**config.mk**
```make
export PLATFORM = sky130hd
export DESIGN_NAME = decimal_req_arbiter
export DESIGN_NICKNAME = d
export VERILOG_FILES = /design/src/rtl/decimal_req_arbiter_pkg.sv /design/src/rtl/onehot10_bin4_enc.sv /design/src/rtl/decimal_req_arbiter.sv
export SDC_FILE = /design/constraint.sdc
export NUM_CORES = 1
export LEC_CHECK = 0
export CORE_MARGIN = 3
export CORE_UTILIZATION = 50
export DETAILED_ROUTE_END_ITERATION = 10
export PLACE_DENSITY = 0.72
export SLEW_MARGIN = 15
export SYNTH_ARGS = -nofsm -noshare
export SYNTH_HDL_FRONTEND = slang
export SYNTH_HIERARCHICAL = 1
export SYNTH_SLANG_ARGS = --single-unit
export TNS_END_PERCENT = 5
```
**constraint.sdc**
```tcl
create_clock -name clk -period 5.1 [get_ports clk]
set_input_delay 1.275 -clock clk [delete_from_list [all_inputs] [get_ports clk]]
set_output_delay 1.275 -clock clk [all_outputs]
set_load 0.02 [all_outputs]
```
**src/rtl/decimal_req_arbiter_pkg.sv**
```systemverilog
// Shared definitions for the decimal request arbiter.
// Holds the default parameter values and the FSM state encoding used by
// decimal_req_arbiter and its testbench.
package decimal_req_arbiter_pkg;

    localparam int N_REQ_DEF    = 10;
    localparam int ID_W_DEF     = 4;
    localparam int MAX_HOLD_DEF = 8;

    typedef enum logic {
        IDLE  = 1'b0,
        GRANT = 1'b1
    } state_e;

endpackage

```
**src/rtl/onehot10_bin4_enc.sv**
```systemverilog
// One-hot to binary encoder, 10 inputs to a 4-bit index.
// Ports:
//   onehot : 10-bit one-hot (or all-zero) input
//   bin    : bit position of the set input bit, 0 when the input is zero
module onehot10_bin4_enc (
    input  logic [9:0] onehot,
    output logic [3:0] bin
);

    // OR together the indices of all set bits; for a one-hot input this is
    // exactly the position of the set bit, and zero input yields zero.
    always_comb begin
        bin = '0;
        for (int unsigned i = 0; i < 10; i++) begin
            if (onehot[i]) begin
                bin = bin | 4'(i);
            end
        end
    end

endmodule

```
**src/rtl/decimal_req_arbiter.sv**
```systemverilog
// Round-robin arbiter for ten requesters with a bounded grant tenure.
// Ports:
//   clk       : clock, all state changes on the rising edge
//   rst       : synchronous active-high reset
//   req       : per-requester request levels
//   gnt       : registered one-hot grant
//   gnt_id    : binary index of the granted requester (0 when idle)
//   gnt_valid : high when gnt is non-zero
//   hold_cnt  : grant cycles already spent in the current tenure
module decimal_req_arbiter
    import decimal_req_arbiter_pkg::*;
#(
    parameter int N_REQ    = N_REQ_DEF,
    parameter int ID_W     = ID_W_DEF,
    parameter int MAX_HOLD = MAX_HOLD_DEF
) (
    input  logic             clk,
    input  logic             rst,
    input  logic [N_REQ-1:0] req,
    output logic [N_REQ-1:0] gnt,
    output logic [ID_W-1:0]  gnt_id,
    output logic             gnt_valid,
    output logic [ID_W-1:0]  hold_cnt
);

    state_e             state_q, state_d;
    logic [N_REQ-1:0]   gnt_q, gnt_d;
    logic [ID_W-1:0]    hold_cnt_q, hold_cnt_d;
    logic [ID_W-1:0]    ptr_q, ptr_d;

    logic [ID_W-1:0]    sel_id;
    logic               sel_found;
    int unsigned        scan_idx;
    logic               owner_req;
    logic               hold_last;

    onehot10_bin4_enc u_enc (
        .onehot (gnt_q),
        .bin    (gnt_id)
    );

    // Round-robin scan: first set request at or above ptr, wrapping.
    always_comb begin
        sel_id    = '0;
        sel_found = 1'b0;
        scan_idx  = 0;
        for (int unsigned i = 0; i < N_REQ; i++) begin
            scan_idx = (32'(ptr_q) + i) % N_REQ;
            if (!sel_found && req[scan_idx]) begin
                sel_found = 1'b1;
                sel_id    = ID_W'(scan_idx);
            end
        end
    end

    // The owner is still requesting iff its grant bit overlaps req.
    assign owner_req = |(req & gnt_q);
    assign hold_last = (hold_cnt_q == ID_W'(MAX_HOLD - 1));

    always_comb begin
        state_d    = state_q;
        gnt_d      = gnt_q;
        hold_cnt_d = hold_cnt_q;
        ptr_d      = ptr_q;
        case (state_q)
            IDLE: begin
                hold_cnt_d = '0;
                if (sel_found) begin
                    state_d        = GRANT;
                    gnt_d          = '0;
                    gnt_d[sel_id]  = 1'b1;
                end
            end
            GRANT: begin
                // A dropped request and the hold limit coinciding give one exit.
                if (!owner_req || hold_last) begin
                    state_d    = IDLE;
                    gnt_d      = '0;
                    hold_cnt_d = '0;
                    ptr_d      = (gnt_id == ID_W'(N_REQ - 1)) ? '0 : gnt_id + 1'b1;
                end else begin
                    hold_cnt_d = hold_cnt_q + 1'b1;
                end
            end
            default: begin
                state_d    = IDLE;
                gnt_d      = '0;
                hold_cnt_d = '0;
            end
        endcase
    end

    always_ff @(posedge clk) begin
        if (rst) begin
            state_q    <= IDLE;
            gnt_q      <= '0;
            hold_cnt_q <= '0;
            ptr_q      <= '0;
        end else begin
            state_q    <= state_d;
            gnt_q      <= gnt_d;
            hold_cnt_q <= hold_cnt_d;
            ptr_q      <= ptr_d;
        end
    end

    assign gnt       = gnt_q;
    assign gnt_valid = |gnt_q;
    assign hold_cnt  = hold_cnt_q;

endmodule

```
==> flow_summary.ini <==
[grt]
grt_antenna_before_repair = 0
grt_overflow = 0
grt_pass1_wl_mm = 24.8
grt_pass1_vias = 4890
grt_start_max_net_pins = 30
grt_usage = 0.291

[clock_tree]
cts_setup_buffers = 0
cts_buffer_depth = 2
tritoncts = built
cts.sinks = 19
ctsHoldBuffers = 0
path_clk_slew_ps = 70
clkLatencyLatePin_ps = 260
htree_levels = 1
root_buffer = clkbuf_8
numCtsBuffers = 3
cts.repair.resized = 0

[setup_path]
crit_required_ps = 5280
arrival_ps = 5100
crit_family = simple AND/OR/NAND/NOR gates
critical_path.startpoint = ptr_q[2]$_SDFFE_PP0P_
crit_chain = inv_2 -> ha_1 -> a21oi_4 -> inv_2 -> ha_1 -> nor2b_2 -> a21oi_1 -> or4_1 -> and2_1 -> o211a_1 -> o21ai_2 -> nand3b_1 -> or4b_1 -> o211a_1 -> or4b_4 -> o31ai_4
worstSetupEndpointType = flop
crit_buf_inv = 2
critPathLaunchType = flop
crit_type = reg -> reg
cp_slowest_cell = or4_1
crit_fanout = 8
r2r_start = ptr_q[2]$_SDFFE_PP0P_
slowest_delay_ps = 560

[job]
maxCapViolations = 0

[timing]
post-route-period-util = 0.963
finClkSkew_ps = 3.05
relSlewSlack = 0.454
hold_viol = 0
rsz0062_at_grt = yes
tightestPinTransition_ps = 811
timing.fmax_mhz = 204
fin_crit_ps = 4910
final-max-slew-violation-count = 0
setup_viol = 0
holdWs_ps = 494

[placement]
routabilityCongestion = 0.969
io_buffer_count = 30
dpl_cell_area_um2 = 5270
place_hpwl_mm = 12.3

[final_layout]
layout_commonest_cell = nand2_1
drive_gt1_frac = 0.176
stdcell_area_um2 = 5380
n_antenna_cell = 0
layout_common_cells = nand2_1, nor2_1, buf_4
fillCellCount = 836
utilization = 0.602
syn_to_final_growth_pct = 14.4
finalNetCount = 720

[die]
ioPinCount = 31
die_w_um = 103
rows = 34
fp.dieH_um = 103
initial_core_util = 0.526
die-area_um2 = 10600
core-area_um2 = 8930

[min_path]
hold_path_startpoint = hold_cnt[0]$_SDFF_PP0_
timing.hold.worst.class = reg -> reg

[logic_synthesis]
synth_ff_type = dfxtp_1
async_reset_ff_frac = 0
avgSynthCellArea_um2 = 7.50
netlist_area_um2 = 4700
syn_inst = 627
synth_nets = 674
seq_area_frac_synth = 0.0809
synth_edf_count = 0
ys_seq_elements = 19
synth_cell_types = 100
ys_warn_count = 6

[run_status]
status = finished, final reports clean

[routing]
ant_nets = 0
met1_length_mm = 6.86
maxUsedRoutingLayer = met4
drtIter0Drc = 489
met2WireLength_mm = 6.94
vias = 5395
post_drt_via_cell_ratio = 6.92
route.detailed.drc = 0
firstDrtPassIters = 6
met3WireLength_mm = 1.30
wl_per_cell_um = 20.1
wl_mm = 15.7
[final timing paths]
path,to,slack [ps],depth (start not counted)
worst max-delay path,gnt[0]$_SDFFE_PP0P_,190,16
worst min register to register,hold_cnt[0]$_SDFF_PP0_,490,1
worst max register to register,gnt[0]$_SDFFE_PP0P_,190,16
worst min-delay path,hold_cnt[0]$_SDFF_PP0_,490,1
[cell families after synthesis]
logic type / share of synthesized area
compound gates: 0.342
xor+xnor: 0.0495
fa+ha+maj: 0.104
buf+inv: 0.0468
flops: 0.0809
mux: 0.0958
simple gates: 0.281
[stage by stage]
| stage | TNS [ps] | setup slack, ps | cells |
|---|---|---|---|
| 2_1_floorplan | 0 | 204 | 627 |
| 3_3_place_gp | 0 | 85.1 | 776 |
| 3_5_place_dp | 0 | 18.3 | 776 |
| 4_1_cts | 0 | 83.2 | 780 |
| 5_1_grt | -21.5 | -21.5 | 780 |
| 6_report | 0 | 187 | 780 |
[registers in the layout, indices dropped and copies added, names as in the netlist]
name / count
state_q: 1
ptr_q: 4
gnt: 10
hold_cnt: 4
[synth_stat cells (5+ instances only)]
master | count | area share
and2_1 | 6 | 0.0080
or3_1 | 7 | 0.0093
nor2_1 | 47 | 0.038
a21oi_1 | 34 | 0.036
nand2b_1 | 13 | 0.017
ha_1 | 35 | 0.093
and3_1 | 5 | 0.0067
a211o_1 | 6 | 0.011
nand3b_1 | 9 | 0.014
mux2i_1 | 27 | 0.057
or4_1 | 8 | 0.013
nand2_1 | 60 | 0.048
or2_2 | 7 | 0.0093
dfxtp_1 | 19 | 0.081
a221oi_1 | 5 | 0.0093
nor3_1 | 18 | 0.019
o22ai_1 | 6 | 0.0080
clkbuf_1 | 14 | 0.011
mux2_2 | 11 | 0.026
buf_2 | 5 | 0.0053
nor2b_1 | 9 | 0.012
inv_2 | 7 | 0.0056
o21ai_1 | 5 | 0.0053
nand3_1 | 17 | 0.018
a211oi_1 | 15 | 0.024
a22oi_1 | 6 | 0.0096
a31oi_1 | 10 | 0.013
o31ai_1 | 9 | 0.014
o2111ai_1 | 5 | 0.0093
o21a_1 | 8 | 0.013
xnor2_1 | 18 | 0.034
nor4_1 | 10 | 0.013
o21ai_0 | 34 | 0.036
inv_1 | 9 | 0.0072
o211ai_1 | 7 | 0.011
[layout make-up]
type	count	area (um^2)	share of cell area
Timing Repair Buffer	69	593	0.110
Inverter	17	63.8	0.0119
Sequential cell	19	382	0.0710
Multi-Input combinational cell	563	4160	0.773
Tap cell	108	135	0.0251
Clock buffer	4	45.0	0.00838
[layer usage]
layer  up-vias  track usage
met3        60       0.0365
li1       2516            -
met2       287        0.463
met5         -            0
met1      2532        0.411
met4         0       0.0797
Power is not shown: default switching activity piles up to over one toggle a cycle in this logic, so the estimate is an artifact.
